==> src/rtl/fsm_stim_driver.sv <==
// -----------------------------------------------------------------------------
// fsm_stim_driver
//
// Transmit-side companion for the serial Mealy sequence FSM (states AC/BD/E/F).
// Accepts parallel stimulus words on a valid/ready handshake, shifts each word
// MSB-first onto x (one bit per clock), samples the FSM's Mealy output z on
// every bit and returns the collected response word. A cycle-accurate shadow
// of the sequence FSM predicts z and flags any disagreement.
//
// Ports:
//   clk          sole clock, rising edge
//   reset        asynchronous, active-high reset
//   in_valid     stimulus word offered
//   in_ready     driver can accept a word (IDLE only)
//   in_data      stimulus word, MSB sent first
//   x            serial stimulus to the sequence FSM
//   z            Mealy output returned by the sequence FSM
//   out_valid    one-cycle pulse: response word ready
//   out_data     sampled z bits, first sampled bit in MSB
//   out_err      qualifies out_valid: some bit of this word mismatched
//   err_sticky   set on any mismatch, cleared only by reset
//   shadow_state shadow FSM state (AC=000, BD=001, E=010, F=011), for debug
// -----------------------------------------------------------------------------
module fsm_stim_driver #(
    parameter int WIDTH = 8
) (
    input  logic             clk,
    input  logic             reset,
    input  logic             in_valid,
    output logic             in_ready,
    input  logic [WIDTH-1:0] in_data,
    output logic             x,
    input  logic             z,
    output logic             out_valid,
    output logic [WIDTH-1:0] out_data,
    output logic             out_err,
    output logic             err_sticky,
    output logic [2:0]       shadow_state
);

    localparam int CNT_W = (WIDTH > 2) ? $clog2(WIDTH) : 1;
    localparam logic [CNT_W-1:0] LAST_BIT = CNT_W'(WIDTH - 1);

    // Shadow encodings are plain codes rather than an enum so that the
    // illegal values 100-111 remain representable and recoverable.
    localparam logic [2:0] S_AC = 3'b000;
    localparam logic [2:0] S_BD = 3'b001;
    localparam logic [2:0] S_E  = 3'b010;
    localparam logic [2:0] S_F  = 3'b011;

    typedef enum logic [1:0] {
        IDLE  = 2'd0,
        SHIFT = 2'd1,
        DONE  = 2'd2
    } ctrl_t;

    ctrl_t            ctrl_q, ctrl_next;
    logic [WIDTH-1:0] shift_q;
    logic [WIDTH-1:0] resp_q;
    logic [CNT_W-1:0] bit_cnt_q;
    logic             mismatch_q;
    logic [2:0]       shadow_q, shadow_next;
    logic             z_pred;
    logic             bit_mismatch;
    logic             last_bit;

    assign shadow_state = shadow_q;
    assign last_bit     = (bit_cnt_q == LAST_BIT);
    assign bit_mismatch = (z != z_pred);

    // ------------------------------------------------------------------
    // Control next-state and the two combinational outputs.
    // ------------------------------------------------------------------
    always_comb begin
        // NOTE: every signal gets a default before the case so no path can
        // leave it unassigned; otherwise synthesis infers a latch.
        ctrl_next = ctrl_q;
        in_ready  = 1'b0;
        x         = 1'b0;
        unique case (ctrl_q)
            IDLE: begin
                in_ready = 1'b1;
                if (in_valid) ctrl_next = SHIFT;
            end
            SHIFT: begin
                x = shift_q[WIDTH-1];
                if (last_bit) ctrl_next = DONE;
            end
            DONE: begin
                ctrl_next = IDLE;
            end
            default: begin
                ctrl_next = IDLE;
            end
        endcase
    end

    // ------------------------------------------------------------------
    // Shadow of the sequence FSM: next state and predicted Mealy output
    // for the x actually being driven this cycle.
    // ------------------------------------------------------------------
    always_comb begin
        shadow_next = S_AC;
        z_pred      = 1'b0;
        case (shadow_q)
            S_AC: begin
                shadow_next = x ? S_BD : S_E;
                z_pred      = x;
            end
            S_BD: begin
                shadow_next = x ? S_BD : S_F;
            end
            S_E: begin
                shadow_next = x ? S_F : S_AC;
                z_pred      = x;
            end
            S_F: begin
                shadow_next = x ? S_AC : S_BD;
            end
            default: begin
                shadow_next = S_AC;
            end
        endcase
    end

    // ------------------------------------------------------------------
    // State, datapath and registered outputs.
    // ------------------------------------------------------------------
    always_ff @(posedge clk or posedge reset) begin
        if (reset) begin
            ctrl_q     <= IDLE;
            shadow_q   <= S_AC;
            shift_q    <= '0;
            resp_q     <= '0;
            bit_cnt_q  <= '0;
            mismatch_q <= 1'b0;
            out_valid  <= 1'b0;
            out_data   <= '0;
            out_err    <= 1'b0;
            err_sticky <= 1'b0;
        end else begin
            // NOTE: non-blocking assignments so every register samples the
            // pre-edge values of its peers, independent of statement order.
            ctrl_q    <= ctrl_next;
            shadow_q  <= shadow_next;
            out_valid <= 1'b0;

            unique case (ctrl_q)
                IDLE: begin
                    if (in_valid) begin
                        shift_q    <= in_data;
                        bit_cnt_q  <= '0;
                        mismatch_q <= 1'b0;
                    end
                end
                SHIFT: begin
                    shift_q   <= shift_q << 1;
                    resp_q    <= {resp_q[WIDTH-2:0], z};
                    bit_cnt_q <= bit_cnt_q + CNT_W'(1);
                    if (bit_mismatch) begin
                        mismatch_q <= 1'b1;
                        err_sticky <= 1'b1;
                    end
                    // The result registers are loaded on the edge that enters
                    // DONE (folding in the final bit directly) so that
                    // out_data/out_err are valid in the same cycle as
                    // out_valid, and then hold until the next word completes.
                    if (last_bit) begin
                        out_valid <= 1'b1;
                        out_data  <= {resp_q[WIDTH-2:0], z};
                        out_err   <= mismatch_q | bit_mismatch;
                    end
                end
                default: begin
                end
            endcase
        end
    end

endmodule

==> config.mk <==
export PLATFORM = sky130hd
export DESIGN_NAME = fsm_stim_driver
export DESIGN_NICKNAME = d
export VERILOG_FILES = /design/src/rtl/fsm_stim_driver.sv
export SDC_FILE = /design/constraint.sdc
export NUM_CORES = 1
export LEC_CHECK = 0
export ABC_AREA = 1
export BUFFER_PORTS_ARGS = -buffer_cell sky130_fd_sc_hd__clkbuf_2
export CAP_MARGIN = 20
export CORE_MARGIN = 2
export CORE_UTILIZATION = 53
export CTS_CLUSTER_DIAMETER = 200
export DETAILED_ROUTE_END_ITERATION = 12
export PLACE_DENSITY_LB_ADDON = 0.05
export SLEW_MARGIN = 10
export SYNTH_ARGS = -nofsm -noshare
export SYNTH_HDL_FRONTEND = slang
export SYNTH_SLANG_ARGS = --single-unit
==> constraint.sdc <==
create_clock -name clk -period 1.48 [get_ports clk]
set_input_delay 0.296 -clock clk [delete_from_list [all_inputs] [get_ports clk]]
set_output_delay 0.296 -clock clk [all_outputs]
set_load 0.03 [all_outputs]
==> impl_metrics.json <==
{
  "outcome": "complete, no violations",
  "gpl.final_weighted_congestion": 0.747,
  "grt_use_total_pct": 19.5,
  "switching_share_pct": 42.0,
  "yosys.area_share.adder_pct": 1.72,
  "netlist_instances": 150,
  "top_usage_layer": "met2",
  "timing.setup.critical_path_class": "reg2out",
  "drt_pre_antenna_iters": 4,
  "worst_setup_hold_path_clk_slew_ps": 100,
  "crit-reg2reg-launch": "bit_cnt_q[0]",
  "design.die.area_sq_um": 3180,
  "critical_path_fanout_max": 3,
  "synthArstFlopShare_pct": 100,
  "clockPowerShare_pct": 14.8,
  "drt-vias-per-instance": 4.90,
  "vdd_ir_drop_max_mv": 2.09,
  "final_hold_vios": 0,
  "power.static_leakage_nw": 0.919,
  "drt_iter0_drc": 30,
  "ys_dominant_reg_cell": "dfrtp_1",
  "hold_class": "in2async",
  "global_route_wire_length_before_repair_mm": 4.73,
  "grt_antenna_before_repair": 0,
  "placementRows": 18,
  "grt_setup_unrepaired": "true",
  "postLayoutSetupSlackWorst_ps": 14.6,
  "number_of_global_route_vias_before_repair": 1125,
  "tritoncts": "done",
  "nets": 199,
  "clock_path_buffers": 2,
  "finalCriticalPeriod_ps": 1470,
  "drt-total-wl_mm": 2.62,
  "timing.critical_path.arrival_ps": 1170,
  "worst_r2r_endpoint": "out_err",
  "synth_top_family_by_area": "compound AO/OA/AOI/OAI gates",
  "ioPinCount": 28,
  "synth_cell_type_count": 23,
  "worst_skew_pair.late_latency_ps": 330,
  "ctsHtreeMaxLevel": 2,
  "routed_wire_length_per_instance_microns": 12.1,
  "synth_edf_count": 0,
  "timing.critical_path.required_ps": 1180,
  "area_growth_synth_to_finish_pct": 21.3,
  "yosysSeqAreaShare_pct": 58.6,
  "grt_overflow_total": 0,
  "final_layout_size_suffix_gt1_share_pct": 32.8,
  "timing.final.max_slew_violations": 0,
  "clock_sinks": 34,
  "fin_worst_hold_slack_ps": 15.1,
  "synth.yosys.warnings": 0,
  "grt_util_met1_pct": 23.7,
  "floorplan.core_area_sq_um": 2540,
  "cellInternalPower_w": 0.00242,
  "mappedNetlistArea_sq_um": 1450,
  "setup_total_negative_slack_ps": 0,
  "drc": 0,
  "numPortBuffers": 26,
  "ff_to_ff_setup_slack_ps": 110,
  "end_kind": "output pin",
  "final_setup_skew_ps": 2.38,
  "powerDensity_nw_per_um2": 2360,
  "max_cap_violations": 0,
  "post_cts_hold_buffer_count": 0,
  "die_width_microns": 56.4,
  "synth.ff_latch_count": 34,
  "synthXorXnorAreaFrac_pct": 0,
  "sequentialPowerShare_pct": 38.3,
  "synth.avg_cell_area_sq_um": 9.68,
  "cell_count_of_the_worst_reg_to_reg_path": 7,
  "power_frac_comb_pct": 46.8,
  "clk_root_buffer_cell": "clkbuf_4",
  "synth_area_in_compound_gates_pct": 15.8,
  "dp_hpwl_mm": 1.79,
  "max_freq_mhz": 682,
  "route.vias.total": 1059,
  "synthMuxAreaShare_pct": 0,
  "detail-route-antenna-nets": 0,
  "die_h_microns": 56.4,
  "post_synth_and_or_nand_nor_area_fraction_pct": 14.0,
  "count_of_final_setup_violators": 0,
  "pin_count_of_the_biggest_net_entering_global_routing": 35,
  "critical_path.startpoint_type": "register",
  "grt_util_met2_pct": 30.8,
  "switching_power_w": 0.00175,
  "layout_worst_path_cycle_share_pct": 99.0,
  "diodes": 0,
  "cts-buffers-inserted": 5,
  "dp_slack_ps": 116,
  "initial_utilization_pct": 57.1,
  "grt_use_met3_pct": 5.53,
  "synth.net_count": 164
}
==> registers in the layout (all words and copies together) (netlist names) <==
| signal | count |
|---|---|
| out_data | 8 |
| out_valid | 1 |
| ctrl_q | 2 |
| shift_q | 8 |
| resp_q | 7 |
| bit_cnt_q | 3 |
| shadow_state | 2 |
| out_err | 1 |
| mismatch_q | 1 |
| err_sticky | 1 |
==> what timing repair did <==
action	in CTS	in global routing
setup buffers	4	0
pin swaps	2	0
gates cloned	0	0
setup endpoints to repair	2	10
gates resized for setup	9	5
==> worst max path at each step <==
stage,startpoint,endpoint,cells past startpoint
floorplan,bit_cnt_q[0],out_err,7
global placement,bit_cnt_q[0],out_err,7
detailed placement,bit_cnt_q[0],out_err,7
CTS,ctrl_q[1],x,4
global route,ctrl_q[1],x,4
finish,ctrl_q[1],x,4
==> cell families (layout without fill, tap and decap cells) <==
group,Yosys count,in the layout
buffers and inverters,29,65
AO/OA/AOI/OAI,37,37
AND/OR/NAND/NOR,47,47
flip-flops,34,34
other,1,1
adder cells (fa/ha/maj),2,2
==> Yosys cell counts, types with 2 or more instances <==
| master | count | area [sq um] |
|---|---|---|
| ha_1 | 2 | 25.0 |
| nand2_1 | 29 | 109 |
| inv_1 | 20 | 75.1 |
| a22o_1 | 2 | 17.5 |
| o22ai_1 | 5 | 31.3 |
| dfrtp_1 | 34 | 851 |
| buf_4 | 2 | 15.0 |
| nand3_1 | 3 | 15.0 |
| a21oi_1 | 6 | 30.0 |
| nor2_1 | 10 | 37.5 |
| o21ai_0 | 15 | 75.1 |
| inv_2 | 2 | 7.51 |
| buf_6 | 3 | 33.8 |
| o21ai_2 | 8 | 70.1 |
==> routing by layer <==
metal / share of wire, % / vias to the layer above
met5: 0 / -
met4: 2.3 / 0
met3: 4.2 / 9
met2: 48 / 25
met1: 45 / 477
li1: - / 548
==> stage by stage <==
step           power (W)  std cells  util (%)  instance area [sq um]
6_report         0.00416        216      69.2                   1760
5_1_grt          0.00450        216      69.2                   1760
4_1_cts          0.00415        216      68.6                   1750
3_5_place_dp     0.00335        204      63.2                   1610
3_3_place_gp     0.00328        204      63.2                   1610
2_1_floorplan    0.00294        150         -                   1450
==> critical path: stages (launching register included) <==
cell and delay [ps]:
dfrtp_2 460, nor2_4 120, nand2_2 70, inv_2 70, buf_8 120
==> cells in the final DEF, fill, tap and decap left out <==
| cell | instances |
|---|---|
| ha_1 | 2 |
| or2_1 | 1 |
| nand4_1 | 1 |
| buf_8 | 2 |
| nor2_4 | 2 |
| o21ai_2 | 7 |
| clkbuf_4 | 5 |
| clkbuf_8 | 3 |
| a21oi_1 | 6 |
| o21ai_1 | 1 |
| nor2_1 | 9 |
| buf_12 | 1 |
| nand3_1 | 3 |
| dfrtp_1 | 33 |
| conb_1 | 1 |
| o21ai_0 | 15 |
| dfrtp_2 | 1 |
| nand2_4 | 1 |
| buf_4 | 7 |
| inv_1 | 19 |
| inv_2 | 2 |
| nand2_1 | 27 |
| o21ai_4 | 1 |
| o22ai_1 | 5 |
| inv_4 | 1 |
| clkinv_2 | 1 |
| clkbuf_2 | 24 |
| a22o_1 | 2 |
| nand2_2 | 3 |
==> power groups by stage <==
stage | Combinational (W) | Sequential (W) | Clock [W]
2_1_floorplan | 0.00107 | 0.00188 | 0
3_3_place_gp | 0.00169 | 0.00159 | 0
3_5_place_dp | 0.00174 | 0.00161 | 0
4_1_cts | 0.00191 | 0.00159 | 0.000645
5_1_grt | 0.00217 | 0.00164 | 0.000687
6_report | 0.00195 | 0.00160 | 0.000618
==> layout make-up <==
| type | instances | area, sq um |
|---|---|---|
| well taps | 30 | 37.5 |
| repair buffers | 34 | 223 |
| clock buffers | 8 | 78.8 |
| fillers | 210 | 783 |
| inverters | 23 | 90.1 |
| multi-input cells | 87 | 480 |
| flip-flops and latches | 34 | 852 |
Power figures use the tool's default switching activity.
